### src/rtl/mbist_sequencer_if.sv
// Bundle of the MBIST control/status, functional-port and raw-memory signals.
// The slave side is the sequencer; the master side is whatever surrounds it.
interface mbist_sequencer_if #(
    parameter int ADDR_WIDTH = 5,
    parameter int DATA_WIDTH = 8,
    parameter int FAIL_CNT_W = 4
);
    logic                  start;
    logic                  busy;
    logic                  done;
    logic                  pass;
    logic [FAIL_CNT_W-1:0] fail_count;
    logic                  bist_fail_valid;
    logic [ADDR_WIDTH-1:0] bist_fail_addr;

    logic [ADDR_WIDTH-1:0] func_addr;
    logic [DATA_WIDTH-1:0] func_wdata;
    logic                  func_we;
    logic                  func_en;

    logic [ADDR_WIDTH-1:0] mem_addr;
    logic [DATA_WIDTH-1:0] mem_wdata;
    logic                  mem_we;
    logic                  mem_en;
    logic [DATA_WIDTH-1:0] mem_rdata;

    modport master (
        output start, func_addr, func_wdata, func_we, func_en, mem_rdata,
        input  busy, done, pass, fail_count, bist_fail_valid, bist_fail_addr,
               mem_addr, mem_wdata, mem_we, mem_en
    );

    modport slave (
        input  start, func_addr, func_wdata, func_we, func_en, mem_rdata,
        output busy, done, pass, fail_count, bist_fail_valid, bist_fail_addr,
               mem_addr, mem_wdata, mem_we, mem_en
    );
endinterface

### src/rtl/mbist_sequencer.sv
// Four-element March engine (w0 / r0,w1 / r1,w0 / r0) over words 0..NUM_WORDS-1.
// Owns the raw memory port while busy; otherwise passes the functional port through.
module mbist_sequencer #(
    parameter int ADDR_WIDTH = 5,
    parameter int DATA_WIDTH = 8,
    parameter int NUM_WORDS  = 30,
    parameter int FAIL_CNT_W = 4
) (
    input  logic              clk,
    input  logic              rst_n,
    mbist_sequencer_if.slave  bus
);

    typedef enum logic [3:0] {
        S_IDLE,
        S_M0_W,
        S_M1_R,
        S_M1_C,
        S_M1_W,
        S_M2_R,
        S_M2_C,
        S_M2_W,
        S_M3_R,
        S_M3_C,
        S_DONE
    } state_t;

    localparam logic [ADDR_WIDTH-1:0] ADDR_FIRST = '0;
    localparam logic [ADDR_WIDTH-1:0] ADDR_LAST  = ADDR_WIDTH'(NUM_WORDS - 1);
    localparam logic [ADDR_WIDTH-1:0] ADDR_ONE   = ADDR_WIDTH'(1);
    localparam logic [DATA_WIDTH-1:0] PAT0       = '0;
    localparam logic [DATA_WIDTH-1:0] PAT1       = '1;
    localparam logic [FAIL_CNT_W-1:0] CNT_MAX    = '1;

    state_t                state_q;
    logic [ADDR_WIDTH-1:0] addr_q;
    logic [FAIL_CNT_W-1:0] fail_cnt_q;
    logic [FAIL_CNT_W-1:0] fail_cnt_d;
    logic                  busy_q;
    logic                  done_q;
    logic                  pass_q;

    logic                  is_cmp;
    logic [DATA_WIDTH-1:0] exp_data;
    logic                  fail_hit;

    function automatic logic [FAIL_CNT_W-1:0] sat_inc(input logic [FAIL_CNT_W-1:0] v);
        return (v == CNT_MAX) ? v : v + FAIL_CNT_W'(1);
    endfunction

    // Read data arrives one cycle after the _R state, so compare in the _C state.
    always_comb begin
        is_cmp   = (state_q == S_M1_C) || (state_q == S_M2_C) || (state_q == S_M3_C);
        exp_data = (state_q == S_M2_C) ? PAT1 : PAT0;
        fail_hit = is_cmp && (bus.mem_rdata != exp_data);
        fail_cnt_d = fail_hit ? sat_inc(fail_cnt_q) : fail_cnt_q;
    end

    assign bus.bist_fail_valid = fail_hit;
    assign bus.bist_fail_addr  = fail_hit ? addr_q : '0;
    assign bus.busy            = busy_q;
    assign bus.done            = done_q;
    assign bus.pass            = pass_q;
    assign bus.fail_count      = fail_cnt_q;

    // Functional requests are simply dropped while the test owns the port.
    always_comb begin
        bus.mem_addr  = bus.func_addr;
        bus.mem_wdata = bus.func_wdata;
        bus.mem_we    = bus.func_we;
        bus.mem_en    = bus.func_en;
        if (busy_q) begin
            bus.mem_addr  = addr_q;
            bus.mem_wdata = '0;
            bus.mem_we    = 1'b0;
            bus.mem_en    = 1'b0;
            case (state_q)
                S_M0_W, S_M2_W: begin
                    bus.mem_en    = 1'b1;
                    bus.mem_we    = 1'b1;
                    bus.mem_wdata = PAT0;
                end
                S_M1_W: begin
                    bus.mem_en    = 1'b1;
                    bus.mem_we    = 1'b1;
                    bus.mem_wdata = PAT1;
                end
                S_M1_R, S_M2_R, S_M3_R: begin
                    bus.mem_en = 1'b1;
                end
                default: ;
            endcase
        end
    end

    always_ff @(posedge clk or negedge rst_n) begin
        if (!rst_n) begin
            state_q    <= S_IDLE;
            addr_q     <= '0;
            fail_cnt_q <= '0;
            busy_q     <= 1'b0;
            done_q     <= 1'b0;
            pass_q     <= 1'b0;
        end else begin
            fail_cnt_q <= fail_cnt_d;
            case (state_q)
                S_IDLE, S_DONE: begin
                    if (bus.start) begin
                        state_q    <= S_M0_W;
                        addr_q     <= ADDR_FIRST;
                        fail_cnt_q <= '0;
                        busy_q     <= 1'b1;
                        done_q     <= 1'b0;
                        pass_q     <= 1'b0;
                    end
                end
                S_M0_W: begin
                    if (addr_q == ADDR_LAST) begin
                        state_q <= S_M1_R;
                        addr_q  <= ADDR_FIRST;
                    end else begin
                        addr_q  <= addr_q + ADDR_ONE;
                    end
                end
                S_M1_R: state_q <= S_M1_C;
                S_M1_C: state_q <= S_M1_W;
                S_M1_W: begin
                    if (addr_q == ADDR_LAST) begin
                        state_q <= S_M2_R;
                        addr_q  <= ADDR_LAST;
                    end else begin
                        state_q <= S_M1_R;
                        addr_q  <= addr_q + ADDR_ONE;
                    end
                end
                S_M2_R: state_q <= S_M2_C;
                S_M2_C: state_q <= S_M2_W;
                S_M2_W: begin
                    if (addr_q == ADDR_FIRST) begin
                        state_q <= S_M3_R;
                        addr_q  <= ADDR_LAST;
                    end else begin
                        state_q <= S_M2_R;
                        addr_q  <= addr_q - ADDR_ONE;
                    end
                end
                S_M3_R: state_q <= S_M3_C;
                S_M3_C: begin
                    if (addr_q == ADDR_FIRST) begin
                        // Final compare may still bump the count, so judge pass on the next value.
                        state_q <= S_DONE;
                        busy_q  <= 1'b0;
                        done_q  <= 1'b1;
                        pass_q  <= (fail_cnt_d == '0);
                    end else begin
                        state_q <= S_M3_R;
                        addr_q  <= addr_q - ADDR_ONE;
                    end
                end
                default: begin
                    state_q <= S_IDLE;
                    busy_q  <= 1'b0;
                end
            endcase
        end
    end

endmodule
### src/flat_wrapper.sv
// flat-port wrapper written by rule: the top's interface ports become plain ports
module mbist_sequencer_flat 
#(
    parameter int ADDR_WIDTH = 5,
    parameter int DATA_WIDTH = 8,
    parameter int NUM_WORDS  = 30,
    parameter int FAIL_CNT_W = 4
)
  (clk, rst_n, bus_start, bus_func_addr, bus_func_wdata, bus_func_we, bus_func_en, bus_mem_rdata, bus_busy, bus_done, bus_pass, bus_fail_count, bus_bist_fail_valid, bus_bist_fail_addr, bus_mem_addr, bus_mem_wdata, bus_mem_we, bus_mem_en);
  mbist_sequencer_if #(.ADDR_WIDTH(ADDR_WIDTH), .DATA_WIDTH(DATA_WIDTH), .FAIL_CNT_W(FAIL_CNT_W)) bus_i ();
  input  logic clk;
  input  logic rst_n;
  input wire logic [$bits(bus_i.start)-1:0] bus_start;
  input wire logic [$bits(bus_i.func_addr)-1:0] bus_func_addr;
  input wire logic [$bits(bus_i.func_wdata)-1:0] bus_func_wdata;
  input wire logic [$bits(bus_i.func_we)-1:0] bus_func_we;
  input wire logic [$bits(bus_i.func_en)-1:0] bus_func_en;
  input wire logic [$bits(bus_i.mem_rdata)-1:0] bus_mem_rdata;
  output wire logic [$bits(bus_i.busy)-1:0] bus_busy;
  output wire logic [$bits(bus_i.done)-1:0] bus_done;
  output wire logic [$bits(bus_i.pass)-1:0] bus_pass;
  output wire logic [$bits(bus_i.fail_count)-1:0] bus_fail_count;
  output wire logic [$bits(bus_i.bist_fail_valid)-1:0] bus_bist_fail_valid;
  output wire logic [$bits(bus_i.bist_fail_addr)-1:0] bus_bist_fail_addr;
  output wire logic [$bits(bus_i.mem_addr)-1:0] bus_mem_addr;
  output wire logic [$bits(bus_i.mem_wdata)-1:0] bus_mem_wdata;
  output wire logic [$bits(bus_i.mem_we)-1:0] bus_mem_we;
  output wire logic [$bits(bus_i.mem_en)-1:0] bus_mem_en;
  assign bus_i.start = bus_start;
  assign bus_i.func_addr = bus_func_addr;
  assign bus_i.func_wdata = bus_func_wdata;
  assign bus_i.func_we = bus_func_we;
  assign bus_i.func_en = bus_func_en;
  assign bus_i.mem_rdata = bus_mem_rdata;
  assign bus_busy = bus_i.busy;
  assign bus_done = bus_i.done;
  assign bus_pass = bus_i.pass;
  assign bus_fail_count = bus_i.fail_count;
  assign bus_bist_fail_valid = bus_i.bist_fail_valid;
  assign bus_bist_fail_addr = bus_i.bist_fail_addr;
  assign bus_mem_addr = bus_i.mem_addr;
  assign bus_mem_wdata = bus_i.mem_wdata;
  assign bus_mem_we = bus_i.mem_we;
  assign bus_mem_en = bus_i.mem_en;
  mbist_sequencer #(.ADDR_WIDTH(ADDR_WIDTH), .DATA_WIDTH(DATA_WIDTH), .NUM_WORDS(NUM_WORDS), .FAIL_CNT_W(FAIL_CNT_W)) u_core (.clk(clk), .rst_n(rst_n), .bus(bus_i));
endmodule
### config.mk
export PLATFORM = sky130hd
export DESIGN_NAME = mbist_sequencer_flat
export DESIGN_NICKNAME = d
export VERILOG_FILES = /design/src/rtl/mbist_sequencer_if.sv /design/src/rtl/mbist_sequencer.sv /design/src/flat_wrapper.sv
export SDC_FILE = /design/constraint.sdc
export NUM_CORES = 1
export LEC_CHECK = 0
export CAP_MARGIN = 20
export CORE_ASPECT_RATIO = 0.75
export CORE_UTILIZATION = 41
export DETAILED_ROUTE_END_ITERATION = 12
export PLACE_DENSITY = 0.72
export SLEW_MARGIN = 10
export SYNTH_ARGS = -nofsm -noshare
export SYNTH_HDL_FRONTEND = slang
export SYNTH_SLANG_ARGS = --single-unit
### constraint.sdc
create_clock -name clk -period 2.03 [get_ports clk]
set_input_delay 0.406 -clock clk [delete_from_list [all_inputs] [get_ports clk]]
set_output_delay 0.406 -clock clk [all_outputs]
set_load 0.01 [all_outputs]
======== Yosys cells after proc, flatten, opt, wreduce, memory -nomap -nowiden ========
Cells that the tools add are included.
operators by class
  reduce and logical (&&, ||, !) cells .... 16
  $add $sub $neg .......................... 3
  equal/unequal tests ..................... 17
  bitwise operators ....................... 1
  multiplexer cells ....................... 33
operators by type and width
  operator             count
  $pmux 4 s10          1
  $mux 5               7
  $mux 4               7
  $pmux 5 s5           1
  $mux 8               3
  $eq 4x3->1 const B   4
  $eq 4x4->1 const B   4
  $mux 1               9
  $reduce_and 3->1     3
  $eq 4x2->1 const B   2
  $logic_not 4->1      2
  $ne 8x8->1           1
  $reduce_or 8->1      1
  $ne 2x2->1 const B   3
  $reduce_or 6->1      1
  $add 5x1->5 const B  1
  $eq 5x5->1 const B   1
  $logic_not 5->1      1
  $reduce_bool 5->1    1
  $sub 5x1->5 const B  1
  $add 4x1->4 const B  1
  $eq 4x1->1 const B   1
  $pmux 1 s2           2
  $mux 3               1
  other kinds (10)     11
storage, ports and cells
  register bits ........................... 16

======== Logic depth before layout (Yosys ltp) ========
Gate-level depths: netlist of the first run.
  word-level depth ........................ 8
  mapped depth ............................ 8
  gate-level depth less buffers ........... 7

======== Worst setup path before layout of the first run ========
No wires, ideal clock.
  path type ............................... input port to output port
  start point ............................. input port bus_mem_rdata[4]
  end point ............................... output port bus_bist_fail_addr[3]
  path slack .............................. -15 ps
  buffers on the path ..................... 0
  data required time ...................... 1624 ps
  stages on the path ...................... 4
  arrival ................................. 1639 ps
  cells stage by stage .................... or4_4 > a211oi_4 > nor3_2 > and2_1
between the ends
  cells in the longest elaborated chain, start to end .. 3
RTL lines
  element                  line                   text
  start: declaration       flat_wrapper.sv:18     input wire logic [$bits(bus_i.mem_rdata)-1:0] bus_mem_rdata;
  $ne 8x8->1               mbist_sequencer.sv:55  fail_hit = is_cmp && (bus.mem_rdata != exp_data);
  $logic_and 1x1->1        mbist_sequencer.sv:55
  net bus_bist_fail_valid  flat_wrapper.sv:23     output wire logic [$bits(bus_i.bist_fail_valid)-1:0] bus_bist_fail_valid;
  $mux 5                   mbist_sequencer.sv:60  assign bus.bist_fail_addr = fail_hit ? addr_q : '0;
  end: declaration         flat_wrapper.sv:24     output wire logic [$bits(bus_i.bist_fail_addr)-1:0] bus_bist_fail_addr;
The timed path passes the listed nets, and every way through them passes these cells.

======== Final worst setup path of the first run ========
  start point ............................. input port bus_mem_rdata[7]
  end point ............................... output port bus_bist_fail_addr[0]
between the ends
  cells in the longest elaborated chain, start to end .. 3
RTL lines
  element            line
  $ne 8x8->1         mbist_sequencer.sv:55
  $logic_and 1x1->1  mbist_sequencer.sv:55
  $mux 5             mbist_sequencer.sv:60
No other way between the ends.

==> impl_results.md, run 1 <==
* Fill cell total of the finished layout at 288
* Total of endpoints with negative setup slack in the final report at 5
* I/O pin total at 54
* Detail Route met2 WL at 2520 um
* Clock-pin slew reported for the worst setup and hold paths after clock tree synthesis at 0.07 ns
* Peak supply drop at 0.889 mV
* Core region area at 0.00368 mm^2
* Post-synthesis net count at 226
* Worst Path Max Fanout at 4
* Count of vias placed by the detailed router at 1,916
* Final worst path period share at 1.04
* Final cell count without fillers at 342
* Yosys synthesis warning count at 0
* Most frequent standard cell in the layout excluding fill and tap cells: sky130_fd_sc_hd__buf_4
* Clk Tree Root Cell: sky130_fd_sc_hd__clkbuf_8
* Result of the run: complete, but fails checks
* Reg-to-reg critical path startpoint: u_core.state_q[0]
* Router iterations before antenna repair at 4
* Multi-input combinational cell area at 0.00120 mm^2
* Critical path buffer and inverter count at 3
* Flip-flop and latch area at 407 um^2
* Critical path data required time at 1.62 ns
* Reg2reg end: u_core.addr_q[2]
* Commonest non-fill, non-tap cells in the layout: 45 x sky130_fd_sc_hd__buf_4, 29 x sky130_fd_sc_hd__clkdlybuf4s50_1, 19 x sky130_fd_sc_hd__o21ai_0
* Routed met1 length at 2300 um
* Deepest level of the CTS H-tree at 1
* Unique cell type count in the Yosys netlist at 60
* Number of buffer cells added on primary ports at 53
* Number of buffers on the longest clock path at 2
* Post-synth top area cell: sky130_fd_sc_hd__dfrtp_1
* Slowest stage delay, CP at 0.54 ns
* Cell total after placement at 333
* Antenna violations before repair at 0
* Vias in the first global route at 1,822
* Post-Syn Area per Cell at 8.08 um^2
* Pin slew with the least headroom to its limit at 0.674 ns
* DP HPWL at 3760 um
* Met3 wire len at 341 um
* Count of routing violations after the opening detailed-route iteration at 116
* Highest routed layer: met4
* Synthesized flop and latch total at 16
* Horizontal extent of the die at 73.7 um
* Worst reg2reg setup slack at 0.04 ns
* Category of the most critical setup path: in -> out
* Global placement routability congestion at 0.921
* DR vias/cell at 5.60
* Hold violation count in the final report at 0
* Die Outline Area at 0.00412 mm^2
* Global-route wire length before repair at 8340 um
* Slowest cell on the critical path: sky130_fd_sc_hd__or4_4
* Hold buffer count at CTS at 0
* Dominant delay contributor by cell family on the critical path: simple AND/OR/NAND/NOR gates
* Latest clock arrival within the worst-skew pair at 0.25 ns
* Arrival time at the worst endpoint at 1.70 ns
* Static Leakage at 1.15 nW
* Number of max-cap violations at 0
* Async SR Flop Fraction at 1.00
* Total clock buffers created by CTS at 3
* Nature of the critical path endpoint: primary output
* Final count of pins violating max slew at 0
* Netlist area before placement at 0.00158 mm^2
* Worst setup slack after layout at -0.0776 ns
* Fraction of final layout cells sized beyond drive strength 1 at 0.386
* ANT nets after route at 0
* Cells taking the most area after synthesis: sky130_fd_sc_hd__dfrtp_1 25%, sky130_fd_sc_hd__o21ai_0 6.6%, sky130_fd_sc_hd__mux2_2 4.3%
* Cell row count at 19
* Number of cell instances on the worst register-to-register path at 7
* Worst setup SP type: input port
* Largest net degree at the start of global routing at 17
* Wire length per cell after detailed routing at 15.1 um
* Total global routing track utilization at 0.258
* Post-Route WL at 5170 um
* Final Instance Area at 0.00267 mm^2
* Post-layout min period at 2.11 ns
* Initial cell density of the core at 0.430
* Inserted Diodes at 0
* Net count reported at finish at 321
* Pwr dens at 1450 mW/mm^2
* Share of the synthesized area in the top cell type at 0.253
* Proportion of synthesized chip area in sequential cells at 0.253
* CTS tree: yes
* Ordered cell list for the critical path: buf_6 -> or4_4 -> a211oi_4 -> buf_6 -> nor4_2 -> buf_2
* Number of enable-type register cells in the synthesized netlist at 0
* Placement Cell Area at 0.00249 mm^2
* Post-synthesis cell count at 196
* RSZ-0062 raised after global routing: yes
* Die span in y at 55.8 um
* Remaining global-route overflow at 0
* Main synth FF type: sky130_fd_sc_hd__dfrtp_1
* Clock Sink Count at 16
* Relative area change from synthesis to final layout at 68.5%
* Pwr Total at 0.00387 W
* Violations in the final reports: setup timing
* Class of the tightest hold or removal check: in -> async
* Number of remaining DRC errors at 0
* Relative slew margins at 0.546
* Crit path top cell by count: sky130_fd_sc_hd__buf_6
* Setup clock skew after layout at 0.00183 ns
* Top achievable clock speed at 0.474 GHz
state kept, by name (all words and copies together), names as in the netlist:
signal / cells
u_core.addr_q: 5
u_core.bus.busy: 1
u_core.bus.done: 1
u_core.bus.fail_count: 4
u_core.bus.pass: 1
u_core.state_q: 4
cell usage after synthesis (2+ instances only):
library cell,instances
sky130_fd_sc_hd__nor4b_2,2
sky130_fd_sc_hd__a211oi_1,3
sky130_fd_sc_hd__a31o_2,2
sky130_fd_sc_hd__nor4_2,2
sky130_fd_sc_hd__nand3_1,9
sky130_fd_sc_hd__inv_1,16
sky130_fd_sc_hd__a211o_1,2
sky130_fd_sc_hd__o211ai_1,3
sky130_fd_sc_hd__o21ai_0,21
sky130_fd_sc_hd__nor4_1,5
sky130_fd_sc_hd__ha_1,4
sky130_fd_sc_hd__nand2_1,12
sky130_fd_sc_hd__a2111oi_0,2
sky130_fd_sc_hd__a21oi_1,7
sky130_fd_sc_hd__xnor2_1,4
sky130_fd_sc_hd__nor3_1,4
sky130_fd_sc_hd__and2_1,2
sky130_fd_sc_hd__clkbuf_1,7
sky130_fd_sc_hd__dfrtp_1,16
sky130_fd_sc_hd__nand4_1,5
sky130_fd_sc_hd__mux2_2,6
sky130_fd_sc_hd__buf_2,5
sky130_fd_sc_hd__nor2b_1,2
sky130_fd_sc_hd__mux2i_1,3
sky130_fd_sc_hd__nand2b_1,3
sky130_fd_sc_hd__nor2_1,13
sky130_fd_sc_hd__and3_1,3
kinds of logic (layout without fill, tap and decap cells):
| logic type | Yosys count | after routing | share of synthesized area |
|---|---|---|---|
| xor gates and xnor gates | 5 | 5 | 0.0277 |
| muxes | 10 | 10 | 0.0711 |
| DFF | 16 | 16 | 0.253 |
| AOI/OAI and AO/OA | 56 | 56 | 0.242 |
| and+or+nand+nor | 76 | 76 | 0.302 |
| buffers and inverters | 29 | 123 | 0.0727 |
| adders and majority gates | 4 | 4 | 0.0316 |
through the flow:
stage | setup TNS [ns] | hold WS [ns] | worst slack [ns] | utilization
after floorplan | 0 | 0.110 | 0.0204 | -
after global placement | -7.03 | 0.467 | -0.739 | 0.675
after detailed placement | -7.46 | 0.473 | -0.767 | 0.675
after CTS | -0.276 | 0.491 | -0.0649 | 0.703
after global routing | -0.744 | 0.508 | -0.129 | 0.724
final | -0.353 | 0.479 | -0.0776 | 0.724
routing by layer:
metal / global-route usage / vias to the layer above
met5: 0 / -
met4: 0.0467 / 0
met3: 0.0272 / 2
met2: 0.439 / 84
met1: 0.353 / 910
li1: - / 920
final cells by class:
cell class              count  share of cell area
clock buffers               4              0.0206
well taps                  52              0.0244
multi-input cells         151               0.452
repair buffers            103               0.328
flip-flops and latches     16               0.152
inverters                  16              0.0225
power by group:
group	internal (W)	switching, W
sequential	0.000446	0.000168
clock	0.000172	0.000125
combinational	0.00152	0.00144
total	0.00214	0.00173
worst max path at each step:
stage | slack (ns) | endpoint | cells past startpoint | startpoint
final | -0.08 | bus_bist_fail_addr[0] | 6 | bus_mem_rdata[7]
after global routing | -0.13 | bus_bist_fail_addr[1] | 6 | u_core.state_q[0]
after CTS | -0.06 | bus_bist_fail_addr[3] | 6 | bus_mem_rdata[7]
after detailed placement | -0.77 | bus_bist_fail_addr[0] | 6 | bus_mem_rdata[0]
after global placement | -0.74 | bus_bist_fail_addr[2] | 6 | bus_mem_rdata[0]
after floorplan | 0.02 | bus_bist_fail_addr[3] | 4 | bus_mem_rdata[0]
what timing repair did:
| item | in CTS | in global routing |
|---|---|---|
| endpoints found under the setup margin | 26 | 25 |
| hold endpoints to repair | 0 | 0 |
| pin swaps | 12 | 5 |
| buffers inserted | 2 | 3 |
| resized for setup | 94 | 24 |
Note: power is estimated with default switching activity, not from simulation.
==> inputs of run 2 (changes only) <==
Settings changed: ABC_CLOCK_PERIOD_IN_PS set to 2029, CORE_UTILIZATION 41 to 40, GPL_ROUTABILITY_DRIVEN set to 0, PLACE_DENSITY 0.72 to 0.71.
==> impl_results.md, run 2 (synthesized netlist as in run 1, its figures left out) <==
* Result of the run: complete, but fails checks
* Violations in the final reports: setup timing
* Static Leakage at 1.27 nW
* Pwr Total at 0.00417 W
* Setup Total Neg Slack at -0.613 ns
* Global-route wire length before repair at 8520 um
* Post-layout min period at 2.14 ns
* CTS tree: yes
* Clock Sink Count at 16
* Number of buffer cells added on primary ports at 53
* Initial cell density of the core at 0.424
* Switch Pwr at 0.00184 W
* Deepest level of the CTS H-tree at 1
* Inserted Diodes at 0
* Pwr dens at 1480 mW/mm^2
* Top achievable clock speed at 0.467 GHz
* RSZ-0062 raised after global routing: yes
* Latest clock arrival within the worst-skew pair at 0.26 ns
* Multi-input combinational cell area at 0.00124 mm^2
* Remaining global-route overflow at 0
* Total global routing track utilization at 0.261
* Seq pwr share at 0.140
* Clock-pin slew reported for the worst setup and hold paths after clock tree synthesis at 0.08 ns
* Number of remaining DRC errors at 0
* Most flop-heavy register: u_core.addr_q
* Total of endpoints with negative setup slack in the final report at 8
* Flip-flop and latch area at 402 um^2
* Relative slew margins at 0.687
* Most frequent standard cell in the layout excluding fill and tap cells: sky130_fd_sc_hd__buf_4
* Worst hold margin at 0.474 ns
* Setup clock skew after layout at 0.00674 ns
* Final worst path period share at 1.05
* Net count reported at finish at 337
* Post-Route WL at 5550 um
* Die Outline Area at 0.00422 mm^2
* Fraction of final layout cells sized beyond drive strength 1 at 0.441
* Die span in y at 56.5 um
* Hold buffer count at CTS at 0
* Wire length per cell after detailed routing at 15.5 um
* Cell row count at 19
* Total clock buffers created by CTS at 3
* I/O pin total at 54
* Number of max-cap violations at 0
* Max reg flops at 5
* Internal power at 0.00233 W
* Router iterations before antenna repair at 4
* Count of routing violations after the opening detailed-route iteration at 154
* Relative area change from synthesis to final layout at 78.0%
* Hold violation count in the final report at 0
* Vias in the first global route at 1,826
* Horizontal extent of the die at 74.6 um
* Worst setup slack after layout at -0.111 ns
* DP HPWL at 3850 um
* ANT nets after route at 0
* Sw Share at 0.441
* Arrival time at the worst endpoint at 1.73 ns
* Final count of pins violating max slew at 0
* Worst Path Max Fanout at 3
* Peak supply drop at 0.917 mV
* Clk Tree Root Cell: sky130_fd_sc_hd__clkbuf_8
* Antenna violations before repair at 0
* Fraction of the core area covered by cells at the end of the flow at 0.755
* Number of buffers on the longest clock path at 2
* Nature of the critical path endpoint: primary output
* Commonest non-fill, non-tap cells in the layout: 58 x sky130_fd_sc_hd__buf_4, 25 x sky130_fd_sc_hd__clkdlybuf4s50_1, 20 x sky130_fd_sc_hd__o21ai_0
* Core region area at 0.00373 mm^2
* Critical path data required time at 1.62 ns
* Clock share of power at 0.072
* Class of the tightest hold or removal check: in -> async
* Pin slew with the least headroom to its limit at 0.465 ns
* DR vias/cell at 5.56
* Worst setup SP type: input port
* Fill cell total of the finished layout at 262
* Category of the most critical setup path: in -> out
* Largest net degree at the start of global routing at 20
* Proportion of power drawn by combinational gates at 0.788
* Count of vias placed by the detailed router at 1,992
run 2: cell types whose count changed in the layout (fill, tap and decap cells not counted), sizes merged:
cell           before  now
buf                63   80
clkdlybuf4s50      29   25
clkbuf              7   12
dlymetal6s2s        0    2
clkdlybuf4s15       6    2
run 2: timing repair:
action                                  in CTS  in global routing
endpoints found under the hold margin        0                  0
endpoints found under the setup margin      25                 26
pin swaps                                    9                 14
setup buffers                               13                  6
gates resized for setup                    105                 39
run 2: per-stage QoR:
stage,instances,cell area (um^2),setup WS (ns)
final,358,2820,-0.111
after global routing,358,2820,-0.161
after CTS,352,2700,-0.123
after detailed placement,336,2500,-0.801
after global placement,336,2500,-0.744
after floorplan,196,1600,0.0204
run 2: per-layer routing:
layer	up-vias	track usage	wire, um
met5	-	0	0
met4	0	0.0647	104
met3	14	0.0413	445
met2	108	0.416	2610
met1	916	0.365	2390
li1	954	-	-
run 2: cell type report:
type / count / area share
Tap cell: 52 / 0.0231
Sequential cell: 16 / 0.143
Clock buffer: 4 / 0.0195
Multi-Input combinational cell: 151 / 0.439
Timing Repair Buffer: 119 / 0.354
Inverter: 16 / 0.0222
run 2: worst paths after layout:
check / from / to / slack [ns] / cells after the start
min in group clk: u_core.bus.done / u_core.bus.done / 0.48 / 2
setup reg to reg: u_core.state_q[2] / u_core.bus.fail_count[3] / -0.01 / 9
hold / removal: rst_n / u_core.addr_q[3] / 0.47 / 2
hold reg to reg: u_core.bus.done / u_core.bus.done / 0.48 / 2
setup / recovery: bus_mem_rdata[4] / bus_bist_fail_addr[4] / -0.11 / 7
max in group asynchronous: rst_n / u_core.state_q[2] / 1.33 / 2
run 2: critical path, stage by stage:
cell and delay, ns:
sky130_fd_sc_hd__buf_6 0.09, sky130_fd_sc_hd__or4_4 0.53, sky130_fd_sc_hd__a211oi_4 0.24, sky130_fd_sc_hd__buf_4 0.15, sky130_fd_sc_hd__nor3_4 0.04, sky130_fd_sc_hd__and2_4 0.15, sky130_fd_sc_hd__buf_6 0.11
run 2: power by group through the flow:
stage | clock (W) | sequential [W] | combinational [W]
2_1_floorplan | 0 | 0.000562 | 0.00145
6_report | 0.000300 | 0.000583 | 0.00329
4_1_cts | 0.000300 | 0.000577 | 0.00299
5_1_grt | 0.000317 | 0.000602 | 0.00354
3_3_place_gp | 0 | 0.000581 | 0.00274
3_5_place_dp | 0 | 0.000585 | 0.00276
==> inputs of run 3 (changes only) <==
Settings changed: CAP_MARGIN 20 to not set, CORE_MARGIN set to 3, HOLD_SLACK_MARGIN set to 0.1.
==> impl_results.md, run 3 (synthesized netlist as in run 1, its figures left out) <==
* Cell total after placement at 331
* GR Layer Usage met3 at 0.0401
* Die Outline Area at 0.00476 mm^2
* Number of buffers on the longest clock path at 2
* Fraction of final layout cells sized beyond drive strength 1 at 0.411
* Cell row count at 19
* Die span in y at 60.5 um
* Horizontal extent of the die at 78.6 um
* Worst setup SP type: input port
* DP HPWL at 3960 um
* Setup Total Neg Slack at -0.491 ns
* Met1 Resource Use GR at 0.294
* Count of vias placed by the detailed router at 1,938
* I/O pin total at 54
* Clk Tree Root Cell: sky130_fd_sc_hd__clkbuf_8
* Antenna violations before repair at 0
* Inserted Diodes at 0
* RSZ-0062 raised after global routing: yes
* Final cell count without fillers at 349
* Category of the most critical setup path: in -> out
* Largest net degree at the start of global routing at 20
* Clock share of power at 0.077
* Latest clock arrival within the worst-skew pair at 0.26 ns
* ANT nets after route at 0
* Remaining global-route overflow at 0
* Nature of the critical path endpoint: primary output
* Initial cell density of the core at 0.424
* Worst Path Max Fanout at 4
* Reg-to-reg critical path startpoint: u_core.state_q[1]
* Relative slew margins at 0.674
* Router iterations before antenna repair at 5
* Vias in the first global route at 1,811
* Total of endpoints with negative setup slack in the final report at 8
* Wire length per cell after detailed routing at 15.8 um
* Worst setup slack after layout at -0.123 ns
* Peak supply drop at 0.867 mV
* Pwr dens at 1470 mW/mm^2
* Total global routing track utilization at 0.229
* Final worst path period share at 1.06
* Sw Share at 0.448
* Switch Pwr at 0.00177 W
* Core region area at 0.00373 mm^2
* Clock Sink Count at 16
* Post-Route WL at 5510 um
* Result of the run: complete, but fails checks
* Hold violation count in the final report at 0
* Class of the tightest hold or removal check: in -> async
* Routing layer with the top usage in global route: met2
* Net count reported at finish at 328
* Relative area change from synthesis to final layout at 69.6%
* Number of remaining DRC errors at 0
* Count of routing violations after the opening detailed-route iteration at 194
* Most frequent standard cell in the layout excluding fill and tap cells: sky130_fd_sc_hd__buf_4
* Clock-pin slew reported for the worst setup and hold paths after clock tree synthesis at 0.07 ns
* Commonest non-fill, non-tap cells in the layout: 50 x sky130_fd_sc_hd__buf_4, 24 x sky130_fd_sc_hd__clkdlybuf4s50_1, 20 x sky130_fd_sc_hd__o21ai_0
* Internal power at 0.00218 W
* Deepest level of the CTS H-tree at 1
* Post-layout min period at 2.15 ns
* Global-route wire length before repair at 8530 um
* Number of cell instances on the worst register-to-register path at 8
* DR vias/cell at 5.55
* Arrival time at the worst endpoint at 1.75 ns
* Seq pwr share at 0.151
* Number of max-cap violations at 0
* Pin slew with the least headroom to its limit at 0.484 ns
* Static Leakage at 1.20 nW
* Met2 track demand over resource in global routing at 0.398
* Hold buffer count at CTS at 0
* Critical path data required time at 1.62 ns
* Final count of pins violating max slew at 0
* Max reg flops at 5
* Reg2reg end: u_core.addr_q[0]
* Fraction of the core area covered by cells at the end of the flow at 0.719
* Number of buffer cells added on primary ports at 53
* Worst reg2reg setup slack at 0.02 ns
* Violations in the final reports: setup timing
* Most flop-heavy register: u_core.addr_q
* CTS tree: yes
* Setup clock skew after layout at 0.00611 ns
* Total clock buffers created by CTS at 3
* Proportion of power drawn by combinational gates at 0.772
* Top achievable clock speed at 0.465 GHz
-- run 3: worst max path at each step --
stage                                  from               endpoint  slack (ns)  cells past startpoint
after global routing      u_core.state_q[2]  bus_bist_fail_addr[4]       -0.16                      7
after CTS                 u_core.state_q[2]             bus_mem_we       -0.13                      7
final                      bus_mem_rdata[4]  bus_bist_fail_addr[3]       -0.12                      7
after floorplan            bus_mem_rdata[0]  bus_bist_fail_addr[3]        0.02                      4
after detailed placement   bus_mem_rdata[0]  bus_bist_fail_addr[2]       -0.80                      6
after global placement     bus_mem_rdata[0]  bus_bist_fail_addr[2]       -0.74                      6
-- run 3: critical path, cell delays in order --
cell and delay [ns]:
sky130_fd_sc_hd__clkbuf_2 0.09, sky130_fd_sc_hd__or4_4 0.55, sky130_fd_sc_hd__a211oi_4 0.25, sky130_fd_sc_hd__buf_4 0.16
sky130_fd_sc_hd__nor3_4 0.04, sky130_fd_sc_hd__and2_4 0.14, sky130_fd_sc_hd__buf_6 0.11
-- run 3: power by group through the flow --
stage	sequential, W	clock, W	combinational [W]
floorplan	0.000562	0	0.00145
global placement	0.000590	0	0.00272
detailed placement	0.000597	0	0.00274
CTS	0.000593	0.000305	0.00282
global route	0.000622	0.000318	0.00330
finish	0.000598	0.000304	0.00305
-- run 3: per-stage QoR --
step / hold slack, ns / setup WS [ns] / power (W) / cell area (um^2)
2_1_floorplan: 0.110 / 0.0204 / 0.00201 / 1600
3_3_place_gp: 0.462 / -0.743 / 0.00331 / 2470
3_5_place_dp: 0.484 / -0.797 / 0.00334 / 2470
4_1_cts: 0.478 / -0.134 / 0.00372 / 2620
5_1_grt: 0.477 / -0.161 / 0.00424 / 2680
6_report: 0.469 / -0.123 / 0.00396 / 2680
-- run 3: per-layer routing --
layer  wire, um  share of wire
met1       2350           0.43
met2       2600           0.47
met3        490          0.089
met4         72          0.013
met5          0              0
-- run 3: area by class of cell --
type                    count  area [um^2]
inverters                  16         60.1
fillers                   294         1050
flip-flops and latches     16          402
clock buffers               4         55.1
multi-input cells         151         1200
repair buffers            110          900
well taps                  52         65.1
-- run 3: timing repair --
| item | in CTS | in global routing |
|---|---|---|
| endpoints found under the setup margin | 24 | 22 |
| gates resized for setup | 97 | 37 |
| buffers inserted | 9 | 6 |
| pin swaps | 8 | 9 |
